==> src/rtl/crypto_result_buffer.sv <==
// ============================================================================
// crypto_result_buffer
// ----------------------------------------------------------------------------
// Sits between the crypto scalar functional unit and the CVXIF result channel.
// The FU produces single-cycle result pulses and cannot be stalled. This
// block queues those results in a small FIFO and offers them to the core
// through a valid/ready handshake. A credit counter tells the decoder whether
// a result slot is guaranteed, so legal traffic never overflows the FIFO.
//
// Handshake rule (result channel): a transfer happens on a rising clock edge
// where result_valid_o && result_ready_i. Once result_valid_o is high, it and
// every result_* field hold steady until that transfer edge. result_ready_i
// may be high before valid and has no effect while valid is low.
//
// Ports:
//   clk_i            clock, all state changes on the rising edge
//   rst_i            synchronous, active-high reset
//   issue_fire_i     decoder accepted an instruction that yields one result
//   issue_allow_o    a credit is free; decoder gates its issue_ready with this
//   fu_valid_i       one-cycle result pulse from the FU (no backpressure)
//   fu_hartid_i      result hartid
//   fu_id_i          result instruction id
//   fu_data_i        result data
//   fu_rd_i          destination register
//   fu_we_i          register write enable
//   result_valid_o   CVXIF result valid (FIFO not empty)
//   result_ready_i   CVXIF result ready from the core
//   result_hartid_o  head entry hartid (0 when empty)
//   result_id_o      head entry id (0 when empty)
//   result_data_o    head entry data (0 when empty)
//   result_rd_o      head entry rd (0 when empty)
//   result_we_o      head entry we (0 when empty)
//   count_o          current FIFO occupancy
//   overflow_o       sticky protocol-error flag, cleared only by reset
// ============================================================================
module crypto_result_buffer #(
    parameter int unsigned XLEN        = 64,
    parameter int unsigned Depth       = 4,
    parameter int unsigned HartIdWidth = 1,
    parameter int unsigned IdWidth     = 3
) (
    input  logic                       clk_i,
    input  logic                       rst_i,

    input  logic                       issue_fire_i,
    output logic                       issue_allow_o,

    input  logic                       fu_valid_i,
    input  logic [HartIdWidth-1:0]     fu_hartid_i,
    input  logic [IdWidth-1:0]         fu_id_i,
    input  logic [XLEN-1:0]            fu_data_i,
    input  logic [4:0]                 fu_rd_i,
    input  logic                       fu_we_i,

    output logic                       result_valid_o,
    input  logic                       result_ready_i,
    output logic [HartIdWidth-1:0]     result_hartid_o,
    output logic [IdWidth-1:0]         result_id_o,
    output logic [XLEN-1:0]            result_data_o,
    output logic [4:0]                 result_rd_o,
    output logic                       result_we_o,

    output logic [$clog2(Depth):0]     count_o,
    output logic                       overflow_o
);

    localparam int unsigned PtrW = $clog2(Depth);
    localparam int unsigned CntW = PtrW + 1;
    localparam logic [CntW-1:0] DepthCnt = CntW'(Depth);
    localparam logic [PtrW-1:0] PtrOne   = PtrW'(1);
    localparam logic [CntW-1:0] CntOne   = CntW'(1);

    // ------------------------------------------------------------------------
    // Storage. Each field lives in its own array; none of it needs a reset
    // because the outputs are forced to zero whenever the FIFO is empty.
    // ------------------------------------------------------------------------
    logic [HartIdWidth-1:0] hartid_mem [Depth];
    logic [IdWidth-1:0]     id_mem     [Depth];
    logic [XLEN-1:0]        data_mem   [Depth];
    logic [4:0]             rd_mem     [Depth];
    logic                   we_mem     [Depth];

    // ------------------------------------------------------------------------
    // Control state
    // ------------------------------------------------------------------------
    logic [PtrW-1:0] rd_ptr;
    logic [PtrW-1:0] wr_ptr;
    logic [CntW-1:0] count;
    logic [CntW-1:0] credits;
    logic            overflow;

    logic [PtrW-1:0] rd_ptr_next;
    logic [PtrW-1:0] wr_ptr_next;
    logic [CntW-1:0] count_next;
    logic [CntW-1:0] credits_next;

    logic not_empty;
    logic full;
    logic pop;
    logic push;
    logic push_drop;
    logic credit_err;

    assign not_empty = (count != '0);
    assign full      = (count == DepthCnt);
    assign pop       = not_empty && result_ready_i;

    // A push into a full FIFO is still accepted when the head leaves in the
    // same cycle; otherwise the entry has nowhere to go and is dropped.
    assign push      = fu_valid_i && (!full || pop);
    assign push_drop = fu_valid_i && full && !pop;

    // ------------------------------------------------------------------------
    // Pointer / occupancy next-state
    // ------------------------------------------------------------------------
    always_comb begin
        rd_ptr_next = rd_ptr;
        wr_ptr_next = wr_ptr;
        count_next  = count;

        // Depth is a power of two, so natural pointer overflow wraps
        // modulo Depth.
        if (pop) begin
            rd_ptr_next = rd_ptr + PtrOne;
        end
        if (push) begin
            wr_ptr_next = wr_ptr + PtrOne;
        end

        if (push && !pop) begin
            count_next = count + CntOne;
        end else if (pop && !push) begin
            count_next = count - CntOne;
        end
    end

    // ------------------------------------------------------------------------
    // Credit counter next-state. Fire and pop in the same cycle cancel out.
    // Fire at the ceiling or pop at zero is a decoder/FU protocol error: the
    // counter holds and the sticky flag is raised.
    // ------------------------------------------------------------------------
    always_comb begin
        credits_next = credits;
        credit_err   = 1'b0;

        if (issue_fire_i && !pop) begin
            if (credits == DepthCnt) begin
                credit_err = 1'b1;
            end else begin
                credits_next = credits + CntOne;
            end
        end else if (pop && !issue_fire_i) begin
            if (credits == '0) begin
                credit_err = 1'b1;
            end else begin
                credits_next = credits - CntOne;
            end
        end
    end

    // ------------------------------------------------------------------------
    // State registers
    // ------------------------------------------------------------------------
    always_ff @(posedge clk_i) begin
        if (rst_i) begin
            rd_ptr   <= '0;
            wr_ptr   <= '0;
            count    <= '0;
            credits  <= '0;
            overflow <= 1'b0;
        end else begin
            rd_ptr   <= rd_ptr_next;
            wr_ptr   <= wr_ptr_next;
            count    <= count_next;
            credits  <= credits_next;
            overflow <= overflow | push_drop | credit_err;
        end
    end

    // Writes are suppressed during reset so a pulse in the reset cycle
    // leaves no trace, even in the storage array.
    always_ff @(posedge clk_i) begin
        if (!rst_i && push) begin
            hartid_mem[wr_ptr] <= fu_hartid_i;
            id_mem[wr_ptr]     <= fu_id_i;
            data_mem[wr_ptr]   <= fu_data_i;
            rd_mem[wr_ptr]     <= fu_rd_i;
            we_mem[wr_ptr]     <= fu_we_i;
        end
    end

    // ------------------------------------------------------------------------
    // Outputs. The result fields come only from the registered head entry,
    // so a new push is visible no earlier than the following cycle and the
    // fields cannot move while valid is held without ready.
    // ------------------------------------------------------------------------
    assign result_valid_o  = not_empty;
    assign result_hartid_o = not_empty ? hartid_mem[rd_ptr] : '0;
    assign result_id_o     = not_empty ? id_mem[rd_ptr]     : '0;
    assign result_data_o   = not_empty ? data_mem[rd_ptr]   : '0;
    assign result_rd_o     = not_empty ? rd_mem[rd_ptr]     : '0;
    assign result_we_o     = not_empty ? we_mem[rd_ptr]     : 1'b0;

    assign issue_allow_o   = (credits < DepthCnt);
    assign count_o         = count;
    assign overflow_o      = overflow;

endmodule

==> config.mk <==
export PLATFORM = sky130hd
export DESIGN_NAME = crypto_result_buffer
export DESIGN_NICKNAME = d
export VERILOG_FILES = /design/src/rtl/crypto_result_buffer.sv
export SDC_FILE = /design/constraint.sdc
export NUM_CORES = 1
export LEC_CHECK = 0
export ABC_AREA = 0
export BUFFER_PORTS_ARGS = -buffer_cell sky130_fd_sc_hd__buf_2
export CORE_UTILIZATION = 45
export DETAILED_ROUTE_END_ITERATION = 8
export MAX_ROUTING_LAYER = met4
export PLACE_DENSITY_LB_ADDON = 0.1
export SYNTH_ARGS = -nofsm -noshare
export SYNTH_HDL_FRONTEND = slang
export SYNTH_SLANG_ARGS = --single-unit
export TNS_END_PERCENT = 20
==> constraint.sdc <==
create_clock -name clk_i -period 9 [get_ports clk_i]
set_input_delay 1.35 -clock clk_i [delete_from_list [all_inputs] [get_ports clk_i]]
set_output_delay 1.35 -clock clk_i [all_outputs]
set_load 0.02 [all_outputs]
== Word-level counts from Yosys, hierarchy flattened ==
Memory sizes are Yosys's and may differ from the RTL's. A register that Yosys moved wholly into a read port is not among the register bits.
Index checks and enable logic that the tools add are counted.
Widths: inputs -> output; s select.

* Add/sub/neg operators: 6
* $lt $le $gt $ge: 1
* Equal/unequal tests: 4
* Multiplexer cells: 27
* Bitwise logic cells: 2
* Reduce and logical (&&, ||, !) cells: 20

{| class="wikitable"
|+ Operator list
! operator !! number
|-
| $mux 64 || 1
|-
| $mux 3 || 7
|-
| $mux 2 || 10
|-
| $logic_and 1x1->1 || 9
|-
| $mux 1 || 8
|-
| $add 3x1->3 const B || 2
|-
| $eq 3x3->1 const B || 2
|-
| $sub 3x1->3 const B || 2
|-
| $logic_not 1->1 || 5
|-
| $mux 5 || 1
|-
| $add 2x1->2 const B || 2
|-
| $ne 2x2->1 const B || 2
|-
| $reduce_bool 2->1 || 2
|-
| $logic_not 3->1 || 1
|-
| $lt 3x3->1 const B || 1
|-
| $reduce_and 3->1 || 1
|-
| $reduce_bool 3->1 || 1
|-
| $or 1x1->1 || 2
|-
| $logic_or 1x1->1 || 1
|}

* Register bits: 11
* Memory bits (writable): 296
* Bits of input ports: 79
* Output and inout bits: 80
* Logic and storage cells: 70
* Memories kept: 5

{| class="wikitable"
|+ Memory list
! name !! words !! bits a word !! rd ports !! clocked after memory_dff !! write ports !! RTL line !! text
|-
| data_mem || 4 || 64 || 1 || 1 || 1 || 79 || <nowiki>logic [XLEN-1:0] data_mem [Depth];</nowiki>
|-
| rd_mem || 4 || 5 || 1 || 1 || 1 || 80 || <nowiki>logic [4:0] rd_mem [Depth];</nowiki>
|-
| id_mem || 4 || 3 || 1 || 1 || 1 || 78 || <nowiki>logic [IdWidth-1:0] id_mem [Depth];</nowiki>
|-
| hartid_mem || 4 || 1 || 1 || 1 || 1 || 77 || <nowiki>logic [HartIdWidth-1:0] hartid_mem [Depth];</nowiki>
|-
| we_mem || 4 || 1 || 1 || 1 || 1 || 81 || <nowiki>logic we_mem [Depth];</nowiki>
|}

== Depth between registers and ports, before layout ==
* Depth in word-level cells: 8
* Depth in mapped cells: 8
* Gate-level depth less buffers: 8

== Worst setup path after synthesis ==
Ideal clock, no wire load.

* Path type: input port to flip-flop
* Start point: input fu_valid_i
* End point: memory data_mem[0][0], enable pin
* Setup time: 0.440 ns
* Data arrival time: 3.443 ns
* Data required time: 8.560 ns
* Setup slack: 5.117 ns
* Stages: 3
* Path buffers: 0
* Path through: inv_1 -> nor3_1 -> and2_1

* Longest elaborated chain between the ends: 4

{| class="wikitable"
|+ RTL lines
! what !! RTL line !! text
|-
| from (decl) || 48 || <nowiki>input logic fu_valid_i,</nowiki>
|-
| $logic_and 1x1->1 || 110 || <nowiki>assign push = fu_valid_i && (!full || pop);</nowiki>
|-
| $logic_and 1x1->1 || 183 || <nowiki>if (!rst_i && push) begin</nowiki>
|-
| $mux 1 || 183 ||
|-
| $mux 1 (not written as such) || 186 || <nowiki>data_mem[wr_ptr] <= fu_data_i;</nowiki>
|-
| to (decl) || 79 ||
|}

No other way between the ends.

==> qor.yml <==
synth:
  ys_warn_count: 0
  synth_top_cell_by_area: "edfxtp_1"
  synth_xor_xnor_area_share_pct: 0.442
  muxShareOfSynthArea_pct: 14.2
  synthCells: 548
  synth_top_family_by_area: "multiplexers"
  synth_compound_area_share_pct: 0.810
  synth-adder-area-share_pct: 1.07
  synth_top_area_share_pct: 74.7
  synth.area.top_cells: "edfxtp_1 (75%), mux4_2 (14%), and2_1 (4.2%)"
  yosysSeqAreaShare_pct: 76.9
  synth_nets: 636
  synth_area_mm2: 0.0119
  yosys.area_share.simple_pct: 4.95
  synth_cell_types: 26
  synth_area_per_cell_um2: 21.7
  synth_seq_cells: 309
worst_setup_path:
  arrival_ns: 3.12
  crit_chain: "buf_4, mux4_2, and2_1, buf_2"
  cp.required_ns: 7.65
  path_delay_family: "buffers and inverters"
  critical_path.slowest_cell: "dfxtp_4"
  startpoint_type: "flop"
  critPathMaxStageDelay_ns: 0.82
  path_class: "reg -> out"
  critPathCaptureType: "primary output"
  critPathBufInv: 2
  path_max_fanout: 40
clock_tree:
  cts_root_buffer: "clkbuf_16"
  clkTransAtPathRegs_ns: 0.05
  cts_setup_buffers: 0
  cts.sinks: 309
  htree_levels: 2
  cts_buffer_depth: 3
  hold_buffers: 0
  cts_made_buffers: 34
  ctsResizeCount: 0
  worst_skew_pair.late_latency_ns: 0.50
  tritoncts: "built"
floorplanning:
  ioPinCount: 159
  core_mm2: 0.0260
  die_area_mm2: 0.0271
  die_h_um: 165
  rows: 59
  dieWidth_um: 165
  start_util_pct: 45.8
detailed_routing:
  wl_per_cell_um: 20.9
  first_iter_violations: 339
  first_pass_iters: 4
  post_drt_via_cell_ratio: 5.27
  drc_errors: 0
  vias: 5724
  postRouteAntennaNets: 0
  wl_mm: 22.7
timing:
  fmax_ghz: 0.224
  drv_slew: 0
  period_needed_ns: 4.47
  tightest_slew_ns: 0.859
  finalHoldViolCount: 0
  finClkSkew_ns: 0.0118
  min_period_over_period_pct: 49.6
  setup_tns_ns: 0
  slew-limit-headroom_pct: 42.8
  setup_viol: 0
  rsz0062_at_grt: "no"
  setup_ws_ns: 4.53
power:
  leakage_uw: 0.00485
  ir_drop_mv: 0.176
  p_per_area_mw_per_mm2: 302
worst_hold_path:
  min_path_type: "reg -> reg"
cells_and_area:
  fill_cells: 2098
  drive_gt1_share_pct: 39.2
  area.growth.synth_to_final_pct: 18.6
  post-route-util_pct: 54.3
  layout_common_cells: "edfxtp_1 (296), buf_2 (158), and2_1 (75)"
  nets: 812
  layout_commonest_cell: "edfxtp_1"
placement:
  io_buffers: 158
  place_ws_ns: 4.91
  dp_hpwl_mm: 12.9
  place.gp.congestion: 0.745
global_route:
  antenna_found_initial: 3
  grt_pass1_vias: 6071
  grt_max_degree: 62
  grt-ovfl-total: 0
  grt_pass1_wl_mm: 34.9
  track_usage_pct: 18.1
status:
  status: "completed"
job:
  drv_cap: 0
==> through the flow <==
step                      area [um^2]  cells  total power, uW  hold WS [ns]
after CTS                       14100   1083             4320         0.519
final                           14100   1087             4260         0.519
after global routing            14100   1086             4470         0.568
after detailed placement        13000   1023             3000         0.512
after floorplan                 11900    548             2610         0.485
after global placement          13000   1023             2980         0.496
==> synthesized netlist by cell type <==
library cell / n
nand3b_1: 1
clkbuf_1: 10
or3_1: 3
edfxtp_1: 296
o21ai_0: 4
mux2i_1: 1
fa_1: 2
o31ai_1: 1
o211ai_1: 1
nor3_1: 1
mux4_2: 74
dfxtp_1: 13
nand2_1: 2
nor4b_2: 1
nor3b_1: 1
buf_2: 8
buf_6: 7
inv_1: 10
a21oi_1: 7
xnor2_1: 1
and2_1: 79
mux2_2: 1
nor2_1: 9
ha_1: 7
o311ai_0: 3
xor2_1: 5
==> area by class of cell <==
class | count | area, um^2 | area share (%)
well taps | 335 | 419 | 2.97
multi-input cells | 204 | 2560 | 18.2
clock buffers | 49 | 1000 | 7.09
clock inverters | 11 | 78.8 | 0.559
diodes | 4 | 10.0 | 0.0709
inverters | 10 | 37.5 | 0.266
flip-flops and latches | 309 | 9160 | 64.9
repair buffers | 165 | 843 | 5.98
==> worst paths after layout <==
| kind | from | end | slack [ns] | cells past startpoint |
|---|---|---|---|---|
| worst min-delay path | wr_ptr[1] | wr_ptr[1] | 0.52 | 2 |
| worst min register to register | wr_ptr[1] | wr_ptr[1] | 0.52 | 2 |
| worst max-delay path | flop | result_data_o[2] | 4.53 | 4 |
| worst max register to register | count_o[0] | data_mem[0][9] | 6.30 | 4 |
==> where the power goes <==
part	switching, uW	leakage [uW]	internal, uW
clock network	516	0.000524	800
logic	690	0.00153	507
registers	89.7	0.00280	1650
total	1290	0.00485	2960
==> routing by layer <==
layer	global-route usage (%)	share of wire, %	up-vias
met5	-	0	-
met4	4.63	1.6	0
met3	4.17	5.9	35
met2	28.5	49	160
met1	23.9	44	2964
li1	-	-	2565
==> worst reg2reg max path: stages, from the launching register on <==
cell and delay, ns:
dfxtp_1 0.50, nor4b_2 0.15, nor3_1 0.37, and2_4 0.50, buf_4 0.75
==> logic make-up after synthesis <==
kind of cell	count (synthesis)
AOI/OAI and AO/OA	16
xor gates and xnor gates	6
adders and majority gates	9
buffers and inverters	35
DFF	309
muxes	76
and+or+nand+nor	97
==> registers in the layout, indices dropped and copies added, names as in the netlist, named ones only <==
signal and cells:
id_mem 12, rd_mem 20, credits 3, wr_ptr 2
hartid_mem 4, data_mem 256, rd_ptr 2, count_o 3
overflow_o 1, we_mem 4
(Power assumes the default switching activity.)
